==> config.mk <==
export PLATFORM = sky130hd
export DESIGN_NAME = close_path_pipe
export DESIGN_NICKNAME = d
export VERILOG_FILES = /design/src/rtl/close_path_pipe.sv
export SDC_FILE = /design/constraint.sdc
export NUM_CORES = 1
export LEC_CHECK = 0
export ABC_AREA = 1
export BUFFER_PORTS_ARGS = -buffer_cell sky130_fd_sc_hd__buf_2
export CORE_MARGIN = 5
export CORE_UTILIZATION = 40
export CTS_CLUSTER_SIZE = 24
export DETAILED_ROUTE_END_ITERATION = 7
export PLACE_DENSITY = 0.55
export SYNTH_ARGS = -nofsm -noshare
export SYNTH_HDL_FRONTEND = slang
export SYNTH_SLANG_ARGS = --single-unit
==> constraint.sdc <==
create_clock -name clk -period 7.2 [get_ports clk]
set_input_delay 1.08 -clock clk [delete_from_list [all_inputs] [get_ports clk]]
set_output_delay 1.08 -clock clk [all_outputs]
set_load 0.05 [all_outputs]
==> src/rtl/close_path_pipe.sv <==
// close_path_pipe
//   Three-stage pipelined close-path subtractor for the dual-path FP adder.
//   Computes A - B when the exponent difference is 0 or 1.
//   S1: align B, subtract, take the exact two's-complement magnitude.
//   S2: count leading zeros of the magnitude.
//   S3: normalise, round to nearest even on the guard bit, pack and flag.
//
// Ports
//   clk, rst                      clock, synchronous active-high reset
//   in_valid / in_ready           input handshake
//   m_a_number, m_b_number        1.M mantissas, hidden bit set
//   exp_a                         exponent of A (the larger one)
//   exp_difference                0: exponents equal, 1: exp_a = exp_b + 1
//   sign_a                        sign of A
//   out_valid / out_ready         output handshake
//   resulted_m_o, resulted_e_o    normalised rounded mantissa and exponent
//   sign_o, zero_o, underflow_o   result sign, exact zero, flushed underflow
module close_path_pipe #(
    parameter int size_mantissa = 24,
    parameter int size_exponent = 8,
    parameter int size_counter  = 5
) (
    input  logic                     clk,
    input  logic                     rst,
    input  logic                     in_valid,
    output logic                     in_ready,
    input  logic [size_mantissa-1:0] m_a_number,
    input  logic [size_mantissa-1:0] m_b_number,
    input  logic [size_exponent-1:0] exp_a,
    input  logic                     exp_difference,
    input  logic                     sign_a,
    output logic                     out_valid,
    input  logic                     out_ready,
    output logic [size_mantissa-1:0] resulted_m_o,
    output logic [size_exponent-1:0] resulted_e_o,
    output logic                     sign_o,
    output logic                     zero_o,
    output logic                     underflow_o
);

    localparam int M = size_mantissa;
    localparam int E = size_exponent;
    localparam int C = size_counter;

    // Leading-zero count of an (M+1)-bit value; M+1 means the value is zero.
    function automatic logic [C-1:0] count_lz(input logic [M:0] v);
        logic [C-1:0] n;
        n = C'(M + 1);
        // Ascending scan: the highest set bit is the last one to write n.
        for (int i = 0; i <= M; i++) begin
            if (v[i]) n = C'(M - i);
        end
        return n;
    endfunction

    // Single global enable: every stage moves together or not at all.
    logic adv;

    // Stage registers
    logic         s1_valid_q, s2_valid_q, out_valid_q;
    logic [M:0]   s1_mag_q,   s2_mag_q;
    logic         s1_sign_q,  s2_sign_q;
    logic [E-1:0] s1_exp_q,   s2_exp_q;
    logic [C-1:0] s2_lz_q;

    logic [M-1:0] res_m_q,  res_m_d;
    logic [E-1:0] res_e_q,  res_e_d;
    logic         sign_q,   sign_d;
    logic         zero_q,   zero_d;
    logic         uflow_q,  uflow_d;

    // S1 combinational: align, subtract, magnitude
    logic [M-1:0] b_al;
    logic         guard_in;
    logic [M+1:0] diff_w, diff_neg;
    logic         neg;
    logic [M:0]   s1_mag_d;
    logic         s1_sign_d;

    // NOTE: every signal written in always_comb gets a value on every path
    // (here unconditionally) so no latch is inferred.
    always_comb begin
        b_al      = exp_difference ? {1'b0, m_b_number[M-1:1]} : m_b_number;
        guard_in  = exp_difference & m_b_number[0];
        diff_w    = {1'b0, m_a_number, 1'b0} - {1'b0, b_al, guard_in};
        neg       = diff_w[M+1];
        // Exact two's-complement negation, not a one's-complement shortcut.
        diff_neg  = ~diff_w + 1'b1;
        s1_mag_d  = neg ? diff_neg[M:0] : diff_w[M:0];
        s1_sign_d = sign_a ^ neg;
    end

    // S3 combinational: normalise, round, pack
    logic [M:0]   norm;
    logic [M-1:0] mant;
    logic         round_up;
    logic         carry;
    logic [M-1:0] mant_r;
    logic [E:0]   e_wide;
    logic         is_zero;
    logic         is_uflow;

    always_comb begin
        norm             = s2_mag_q << s2_lz_q;
        mant             = norm[M:1];
        // No sticky bits exist here, so a tie is exactly guard=1 with nothing below.
        round_up         = norm[0] & mant[0];
        {carry, mant_r}  = {1'b0, mant} + {{M{1'b0}}, round_up};
        if (carry) mant_r = {1'b1, {(M-1){1'b0}}};
        // E+1 bits; a set top bit means the exponent went negative.
        e_wide   = {1'b0, s2_exp_q} - (E+1)'(s2_lz_q) + (E+1)'(carry);
        is_zero  = (s2_mag_q == '0);
        is_uflow = !is_zero && (e_wide[E] || e_wide == '0);

        res_m_d  = '0;
        res_e_d  = '0;
        sign_d   = 1'b0;
        zero_d   = 1'b0;
        uflow_d  = 1'b0;
        if (s2_valid_q) begin
            if (is_zero) begin
                zero_d  = 1'b1;          // +0 under round-to-nearest-even
            end else if (is_uflow) begin
                zero_d  = 1'b1;
                uflow_d = 1'b1;
                sign_d  = s2_sign_q;
            end else begin
                res_m_d = mant_r;
                res_e_d = e_wide[E-1:0];
                sign_d  = s2_sign_q;
            end
        end
    end

    assign adv      = !out_valid_q | out_ready;
    assign in_ready = adv;

    // NOTE: state updates use non-blocking assignments so all stages sample
    // their inputs from the same pre-edge values.
    always_ff @(posedge clk) begin
        if (rst) begin
            s1_valid_q  <= 1'b0;
            s2_valid_q  <= 1'b0;
            out_valid_q <= 1'b0;
            res_m_q     <= '0;
            res_e_q     <= '0;
            sign_q      <= 1'b0;
            zero_q      <= 1'b0;
            uflow_q     <= 1'b0;
        end else if (adv) begin
            s1_valid_q  <= in_valid;
            s2_valid_q  <= s1_valid_q;
            out_valid_q <= s2_valid_q;
            res_m_q     <= res_m_d;
            res_e_q     <= res_e_d;
            sign_q      <= sign_d;
            zero_q      <= zero_d;
            uflow_q     <= uflow_d;
        end
    end

    // NOTE: internal datapath registers carry no reset; their valid bits
    // guard them, so only valids and visible outputs are cleared.
    always_ff @(posedge clk) begin
        if (adv) begin
            s1_mag_q  <= s1_mag_d;
            s1_sign_q <= s1_sign_d;
            s1_exp_q  <= exp_a;
            s2_mag_q  <= s1_mag_q;
            s2_lz_q   <= count_lz(s1_mag_q);
            s2_sign_q <= s1_sign_q;
            s2_exp_q  <= s1_exp_q;
        end
    end

    assign out_valid    = out_valid_q;
    assign resulted_m_o = res_m_q;
    assign resulted_e_o = res_e_q;
    assign sign_o       = sign_q;
    assign zero_o       = zero_q;
    assign underflow_o  = uflow_q;

endmodule
==> results of run 1 <==
-- layout by cell type, fill, tap and decap left out, types with 3 or more instances in the layout --
master and instances:
dfxtp_1 38, mux2i_1 14, o21bai_1 5, o21ai_2 7, and3_1 3, xnor2_1 21, nor3_1 22, nand3_1 119
o21ai_0 41, inv_1 124, a21oi_1 81, inv_2 6, o21ai_1 12, nor2_2 16, nor2_1 95, nor2_4 3
xor2_1 35, buf_4 6, a31oi_1 5, nand3_2 4, ha_1 39, nand2_1 335, a21oi_2 3, nand4_1 24
a21o_1 3, or2_2 8, clkbuf_16 9, nand2_2 10, edfxtp_1 73, nor4_1 12, buf_2 98
-- final timing paths --
kind	cells past startpoint	start	to	slack [ns]
setup / recovery	34	s2_lz_q[1]$_SDFFCE_PP0P_	resulted_m_o[11]$_SDFFE_PP0P_	1.22
hold / removal	0	s1_exp_q[6]$_DFFE_PP_	s2_exp_q[6]$_DFFE_PP_	0.42
setup reg to reg	34	s2_lz_q[1]$_SDFFCE_PP0P_	resulted_m_o[11]$_SDFFE_PP0P_	1.22
hold reg to reg	0	s1_exp_q[6]$_DFFE_PP_	s2_exp_q[6]$_DFFE_PP_	0.42
-- power by group through the flow --
stage | Clock (mW) | Sequential (mW) | Combinational [mW]
finish | 0.495 | 0.958 | 1.68
global route | 0.537 | 0.979 | 1.90
CTS | 0.511 | 0.961 | 1.67
detailed placement | 0 | 0.976 | 1.66
global placement | 0 | 0.971 | 1.68
floorplan | 0 | 0.960 | 1.26
-- worst max-delay path: cells and delay by family (launching register included) --
kind | cells | cell delay, ns
AO/OA/AOI/OAI | 5 | 0.63
AND/OR/NAND/NOR | 20 | 2.54
adder cells (fa/ha/maj) | 4 | 1.16
flip-flops | 1 | 0.37
buffers and inverters | 5 | 1.18
-- area by class of cell --
cell class	count	area share, %
Multi-Input combinational cell	940	52.2
Sequential cell	111	30.5
Timing Repair Buffer	104	5.53
Clock inverter	7	0.775
Inverter	132	5.13
Clock buffer	9	2.32
Tap cell	280	3.62
-- cells by family (layout without fill, tap and decap cells) --
logic type	count (synthesis)	count (layout)	synth area share [%]
adder cells (fa/ha/maj)	41	41	6.07
buffers and inverters	170	252	8.02
XOR/XNOR	58	58	6.01
AO/OA/AOI/OAI	169	169	10.9
multiplexers	14	14	1.61
AND/OR/NAND/NOR	658	658	33.4
flip-flops	111	111	33.9
-- registers in the layout, indices dropped and copies added (netlist names) --
signal and flops:
s2_exp_q 8, s1_valid_q 1, out_valid 1, s1_exp_q 8
zero_o 1, resulted_e_o 8, s2_mag_q 25, s2_lz_q 5
resulted_m_o 24, s2_valid_q 1, sign_o 1, s2_sign_q 1
s1_mag_q 25, underflow_o 1, s1_sign_q 1
-- per-layer routing --
| layer | vias up | global-route usage [%] | share of wire, % |
|---|---|---|---|
| li1 | 4225 | - | - |
| met1 | 3555 | 25.4 | 47 |
| met2 | 154 | 31.7 | 47 |
| met3 | 28 | 1.95 | 3.1 |
| met4 | 0 | 5.41 | 2.4 |
| met5 | - | 0 | 0 |
==> metrics.md, run 1 <==
| Metric | Value |
|---|---|
| Synth async-reset ratio | `0%` |
| Tmin final | `5.98 ns` |
| Clock Sinks | `111` |
| Hold/Removal Path Class | `flip-flop to flip-flop` |
| Synthesized flop and latch total | `111` |
| Data arrival, critical path | `6.26 ns` |
| NetSw | `1.50 mW` |
| Net Count, Synth | `1324` |
| Slew headroom | `31.5%` |
| Post-Syn Instances | `1221` |
| Pwr dens | `323 nW/um2` |
| N_diodes | `0` |
| DRC | `0` |
| Gr usage total | `18.7%` |
| # setup viols final | `0` |
| Clock power frac | `15.8%` |
| Full die area | `24800 um2` |
| Syn_area_per_cell | `7.13 um2` |
| Placed Cells | `1567` |
| Clk buf depth | `2` |
| Fmax | `167 MHz` |
| Synth top area cells | `edfxtp_1 25%, nand2_1 14%, dfxtp_1 8.7%, nand3_1 6.8%, ha_1 5.6%` |
| H-tree Lvls | `3` |
| Final hold vios | `0` |
| Routed wire length | `22800 um` |
| Largest stage delay, worst path | `0.60 ns` |
| Synth Flop Type | `edfxtp_1` |
| Root Driver | `clkbuf_16` |
| CTS Hold Buffers Added | `0` |
| Worst-Skew Late Latency | `0.35 ns` |
| Worst hold slack | `0.424 ns` |
| Synthesized area | `8700 um2` |
| Port Buffers | `98` |
| Average wire per standard cell | `14.4 um` |
| Int Power | `1.63 mW` |
| FP Rows | `54` |
| Largest net degree at the start of global routing | `85` |
| Total power | `3.13 mW` |
| Finished Cell Area | `9690 um2` |
| Most common cell in the netlist | `nand2_1` |
| Placed Instance Area | `9390 um2` |
| Clk pin slew, worst setup/hold paths | `0.08 ns` |
| Post-route insts no fill | `1583` |
| Vias | `7962` |
| Initial antenna violation count | `0` |
| Area occupied by registers | `2950 um2` |
| Setup tns final | `0 ns` |
| CTS tree | `done` |
| Power share of the sequential group | `30.6%` |
| EDFF count, synth | `73` |
| Critical path class | `flip-flop to flip-flop` |
| Final worst path period share | `83.0%` |
| Initial core utilization | `40.3%` |
| Layout overhead on the synthesized area | `11.3%` |
| Max-cap viol count | `0` |
| Cts bufs inserted | `9` |
| Ys Warns | `0` |
| Outcome | `finished clean` |
| Multi-input logic area | `5050 um2` |
| Core box area | `21600 um2` |
| Post-Place Worst Slack | `1.29 ns` |
| Startpoint types | `flip-flop` |
| VDD IR max | `0.000116 V` |
| Pins Over Slew Limit | `0` |
| Worst Max-Slew Pin Slew | `1.03 ns` |
| Routed vias/inst | `5.03` |
| Aggregate global routing overflow | `0` |
| Area leader, netlist | `edfxtp_1` |
| Post-CTS Repair Setup Buffers | `0` |
| Net switching fraction of the power | `48.0%` |
| CP Data Required Time | `7.48 ns` |
| Area fraction of the dominant cell type after synthesis | `25.2%` |
| CP max FO | `25` |
| Die Ht | `158 um` |
| Share of cells above drive strength 1 | `14.2%` |
| Fin nets | `1401` |
| Most repeated library cell on the critical path | `nand2_1` |
| Top Ports | `99` |
| Clock Skew | `0.0104 ns` |
| Die width | `158 um` |
| Global-route wire length before repair | `37700 um` |
| Final core utilization | `44.8%` |
| Combinational power share | `53.6%` |
| Dpl hpwl | `18400 um` |
| Fillers | `2282` |
| Number of library cell types mapped by synthesis | `53` |
| Setup ws final | `1.22 ns` |
| Pre-antenna DRT Iters | `5` |
| Iter 0 DRT Violations | `462` |
| Routability cong. | `0.919` |
| Post-cts resize count | `0` |
| CP endpoint kind | `flip-flop` |
| Vias in the first global route | `7719` |
| RSZ-0062 raised after global routing | `false` |
| Commonest cells in the synthesized netlist | `335 x nand2_1, 125 x inv_1, 119 x nand3_1` |
| Leakage | `4.47 nW` |
| CP max stage cell | `inv_1` |
| Sequential share of the synthesized area | `33.9%` |
| Antenna viol nets, final | `0` |
(Power assumes the default switching activity.)
==> run 2: changes to the inputs <==
--- a/config.mk
+++ b/config.mk
@@ -5,7 +5,7 @@
 export SDC_FILE = /design/constraint.sdc
 export NUM_CORES = 1
 export LEC_CHECK = 0
-export ABC_AREA = 1
+export ABC_AREA = 0
 export BUFFER_PORTS_ARGS = -buffer_cell sky130_fd_sc_hd__buf_2
 export CORE_MARGIN = 5
 export CORE_UTILIZATION = 40
==> constraint.sdc (replaced) <==
create_clock -name clk -period 5.9 [get_ports clk]
set_input_delay 0.885 -clock clk [delete_from_list [all_inputs] [get_ports clk]]
set_output_delay 0.885 -clock clk [all_outputs]
set_load 0.05 [all_outputs]
==> metrics.md, run 2 <==
| Metric | Value |
|---|---|
| Global-route wire length before repair | `33100 um (-12%)` |
| Number of library cell types mapped by synthesis | `72 (+36%)` |
| Clock Sinks | `111 (unchanged)` |
| Synthesized flop and latch total | `111 (unchanged)` |
| Full die area | `23500 um2 (-5.1%)` |
| CTS Hold Buffers Added | `0 (unchanged)` |
| Net Count, Synth | `954 (-28%)` |
| Reg2Reg Depth | `26 (-24%)` |
| N_diodes | `0 (unchanged)` |
| Fmax | `180 MHz (+7.8%)` |
| Vias in the first global route | `6543 (-15%)` |
| Setup tns final | `0 ns (unchanged)` |
| Area fraction of the dominant cell type after synthesis | `26.6% (+1.5 points)` |
| Synth async-reset ratio | `0% (unchanged)` |
| Hold/Removal Path Class | `flip-flop to flip-flop` |
| Share of cells above drive strength 1 | `22.7% (+8.5 points)` |
| Most common cell after layout, fill and taps aside | `buf_2` |
| Max-cap viol count | `0 (unchanged)` |
| Aggregate global routing overflow | `0 (unchanged)` |
| EDFF count, synth | `73 (unchanged)` |
| Worst Max-Slew Pin Slew | `0.896 ns (-0.131 ns)` |
| VDD IR max | `0.000178 V (+53%)` |
| CP Data Required Time | `6.13 ns (-1.35 ns)` |
| Ys Warns | `0 (unchanged)` |
| Critical path class | `flip-flop to flip-flop` |
| Layout overhead on the synthesized area | `17.2%` |
| CP max FO | `10 (-60%)` |
| Finished Cell Area | `9640 um2 (-0.50%)` |
| Root Driver | `clkbuf_16` |
| Die Ht | `153 um (-2.6%)` |
| Sequential share of the synthesized area | `35.9% (+2.0 points)` |
| Initial antenna violation count | `0 (unchanged)` |
| Largest net degree at the start of global routing | `74 (-13%)` |
| Pre-antenna DRT Iters | `5 (unchanged)` |
| DRC | `0 (unchanged)` |
| Die width | `153 um (-2.6%)` |
| Final hold vios | `0 (unchanged)` |
| Most common cell in the netlist | `nor2_1` |
| Most frequent cells in the layout | `98 x buf_2, 93 x nor2_1, 75 x nand2_1` |
| Initial core utilization | `40.7% (+0.41 points)` |
| Average wire per standard cell | `16.5 um (+14%)` |
| Final core utilization | `47.7% (+2.8 points)` |
| Routed wire length | `20300 um (-11%)` |
| H-tree Lvls | `3 (unchanged)` |
| Top Ports | `99 (unchanged)` |
| Worst-Skew Late Latency | `0.36 ns (about the same)` |
| Area leader, netlist | `edfxtp_1` |
| Tmin final | `5.55 ns (-0.431 ns)` |
| CTS tree | `done` |
| # setup viols final | `0 (unchanged)` |
| Post-Syn Instances | `851 (-30%)` |
| Clock Skew | `0.0163 ns (+0.00585 ns)` |
| CP endpoint kind | `flip-flop` |
| Startpoint types | `flip-flop` |
| Core box area | `20200 um2 (-6.4%)` |
| Outcome | `finished clean` |
| Cts bufs inserted | `9 (unchanged)` |
| Iter 0 DRT Violations | `444 (-3.9%)` |
| Leakage | `3.87 nW (-13%)` |
| Commonest cells in the synthesized netlist | `94 x nor2_1, 75 x nand2_1, 73 x edfxtp_1` |
| Final worst path period share | `94.0% (+11 points)` |
| Clk buf depth | `2 (unchanged)` |
| Hold depth | `0 (unchanged)` |
| Vias | `6755 (-15%)` |
| Syn_area_per_cell | `9.67 um2 (+36%)` |
| Antenna viol nets, final | `0 (unchanged)` |
| Data arrival, critical path | `5.77 ns (-0.49 ns)` |
| Synth top area cells | `edfxtp_1 27%, dfxtp_1 9.2%, mux4_2 7.7%, ha_1 5.9%, mux2i_1 4.7%` |
| Fillers | `1944 (-15%)` |
| Routability cong. | `0.929 (+1.1%)` |
| Port Buffers | `98 (unchanged)` |
| FP Rows | `52 (-3.7%)` |
| Pwr dens | `386 nW/um2 (+19%)` |
| Clk pin slew, worst setup/hold paths | `0.09 ns (about the same)` |
| Routed vias/inst | `5.48 (+8.9%)` |
| Placed Instance Area | `9180 um2 (-2.3%)` |
| Pins Over Slew Limit | `0 (unchanged)` |
| Gr usage total | `16.8% (-1.9 points)` |
| Slew headroom | `40.3% (+8.7 points)` |
| Synthesized area | `8230 um2 (-5.5%)` |
| Dpl hpwl | `15800 um (-14%)` |
| Synth Flop Type | `edfxtp_1` |
| Fin nets | `1061 (-24%)` |
run 2: cell types whose count changed after synthesis, moves of 10 or more:
cell     delta
a21o_1     +11
a21oi_1    -34
a22oi_1    +10
a32oi_1    +18
inv_1     -101
mux2i_1    +25
mux4_2     +28
nand2_1   -260
nand2_2    -10
nand3_1   -104
nand4_1    -16
nor2_2     -15
xnor2_1    +22
xor2_1     -14
run 2: cell type report:
type | count | area [um2] | share of cell area (%)
Inverter | 26 | 97.6 | 1.01
Clock inverter | 7 | 85.1 | 0.882
Clock buffer | 9 | 225 | 2.34
Sequential cell | 111 | 2950 | 30.6
Tap cell | 270 | 338 | 3.50
Multi-Input combinational cell | 675 | 5130 | 53.2
Timing Repair Buffer | 135 | 815 | 8.45
run 2: logic make-up (layout without fill, tap and decap cells):
group	after synthesis	in the layout	share of synthesized area (%)
and+or+nand+nor	294	294	17.4
buffers and inverters	65	177	3.33
DFF	111	111	35.9
adders and majority gates	41	41	6.42
AOI/OAI and AO/OA	204	204	17.0
muxes	72	72	13.1
xor gates and xnor gates	64	64	6.81
run 2: worst paths after layout:
| path | startpoint | endpoint | slack [ns] |
|---|---|---|---|
| worst max-delay path | s2_lz_q[1]$_SDFFCE_PP0P_ | resulted_m_o[13]$_SDFFE_PP0P_ | 0.35 |
| worst min-delay path | s1_exp_q[6]$_DFFE_PP_ | s2_exp_q[6]$_DFFE_PP_ | 0.43 |
| worst max register to register | s2_lz_q[1]$_SDFFCE_PP0P_ | resulted_m_o[13]$_SDFFE_PP0P_ | 0.35 |
| worst min register to register | s1_exp_q[6]$_DFFE_PP_ | s2_exp_q[6]$_DFFE_PP_ | 0.43 |
run 2: timing repair:
action / 4_1_cts / 5_1_grt
endpoints found under the setup margin: 0 / 34
setup buffers: 0 / 7
gates resized for setup: 0 / 13
run 2: worst max-delay path: stages, from the launching register on:
cell       delay [ns]
edfxtp_1         0.42
or2_4            0.29
or2_2            0.32
nor3_4           0.18
ha_2             0.20
nor3b_1          0.16
and4_1           0.22
nor2b_4          0.17
nand3b_1         0.11
or2_4            0.30
nor4b_4          0.33
nand3_2          0.12
ha_1             0.29
inv_1            0.04
ha_1             0.20
fa_2             0.35
a21o_1           0.19
a21oi_2          0.17
xnor2_1          0.11
nor2_1           0.09
nand2_1          0.09
a2111oi_4        0.42
nor2_4           0.08
buf_12           0.15
clkbuf_16        0.16
a32oi_1          0.18
nor2_1           0.06
run 2: power by group:
part	switching (mW)	leakage [nW]	internal (mW)
clock network	0.315	0.148	0.304
registers	0.161	1.08	1.03
logic	1.04	2.64	0.861
total	1.52	3.87	2.20
run 2: through the flow:
| stage | worst slack [ns] | hold slack, ns | power, mW | std cells |
|---|---|---|---|---|
| 3_3_place_gp | 0.195 | 0.405 | 3.10 | 1209 |
| 2_1_floorplan | 0.0157 | 0.400 | 2.57 | 851 |
| 4_1_cts | 0.0537 | 0.426 | 3.71 | 1225 |
| 6_report | 0.355 | 0.426 | 3.72 | 1233 |
| 5_1_grt | -0.0248 | 0.433 | 3.96 | 1233 |
| 3_5_place_dp | 0.0984 | 0.405 | 3.08 | 1209 |
run 2: per-layer routing:
layer  wire length, um  vias up  global-route usage, %  share of wire (%)
met5                 0        -                      0                  0
met4               319        0                   4.54                1.6
met3               702       21                   1.58                3.5
met2              9940      139                   29.2                 49
met1              9350     3156                   22.5                 46
li1                  -     3439                      -                  -
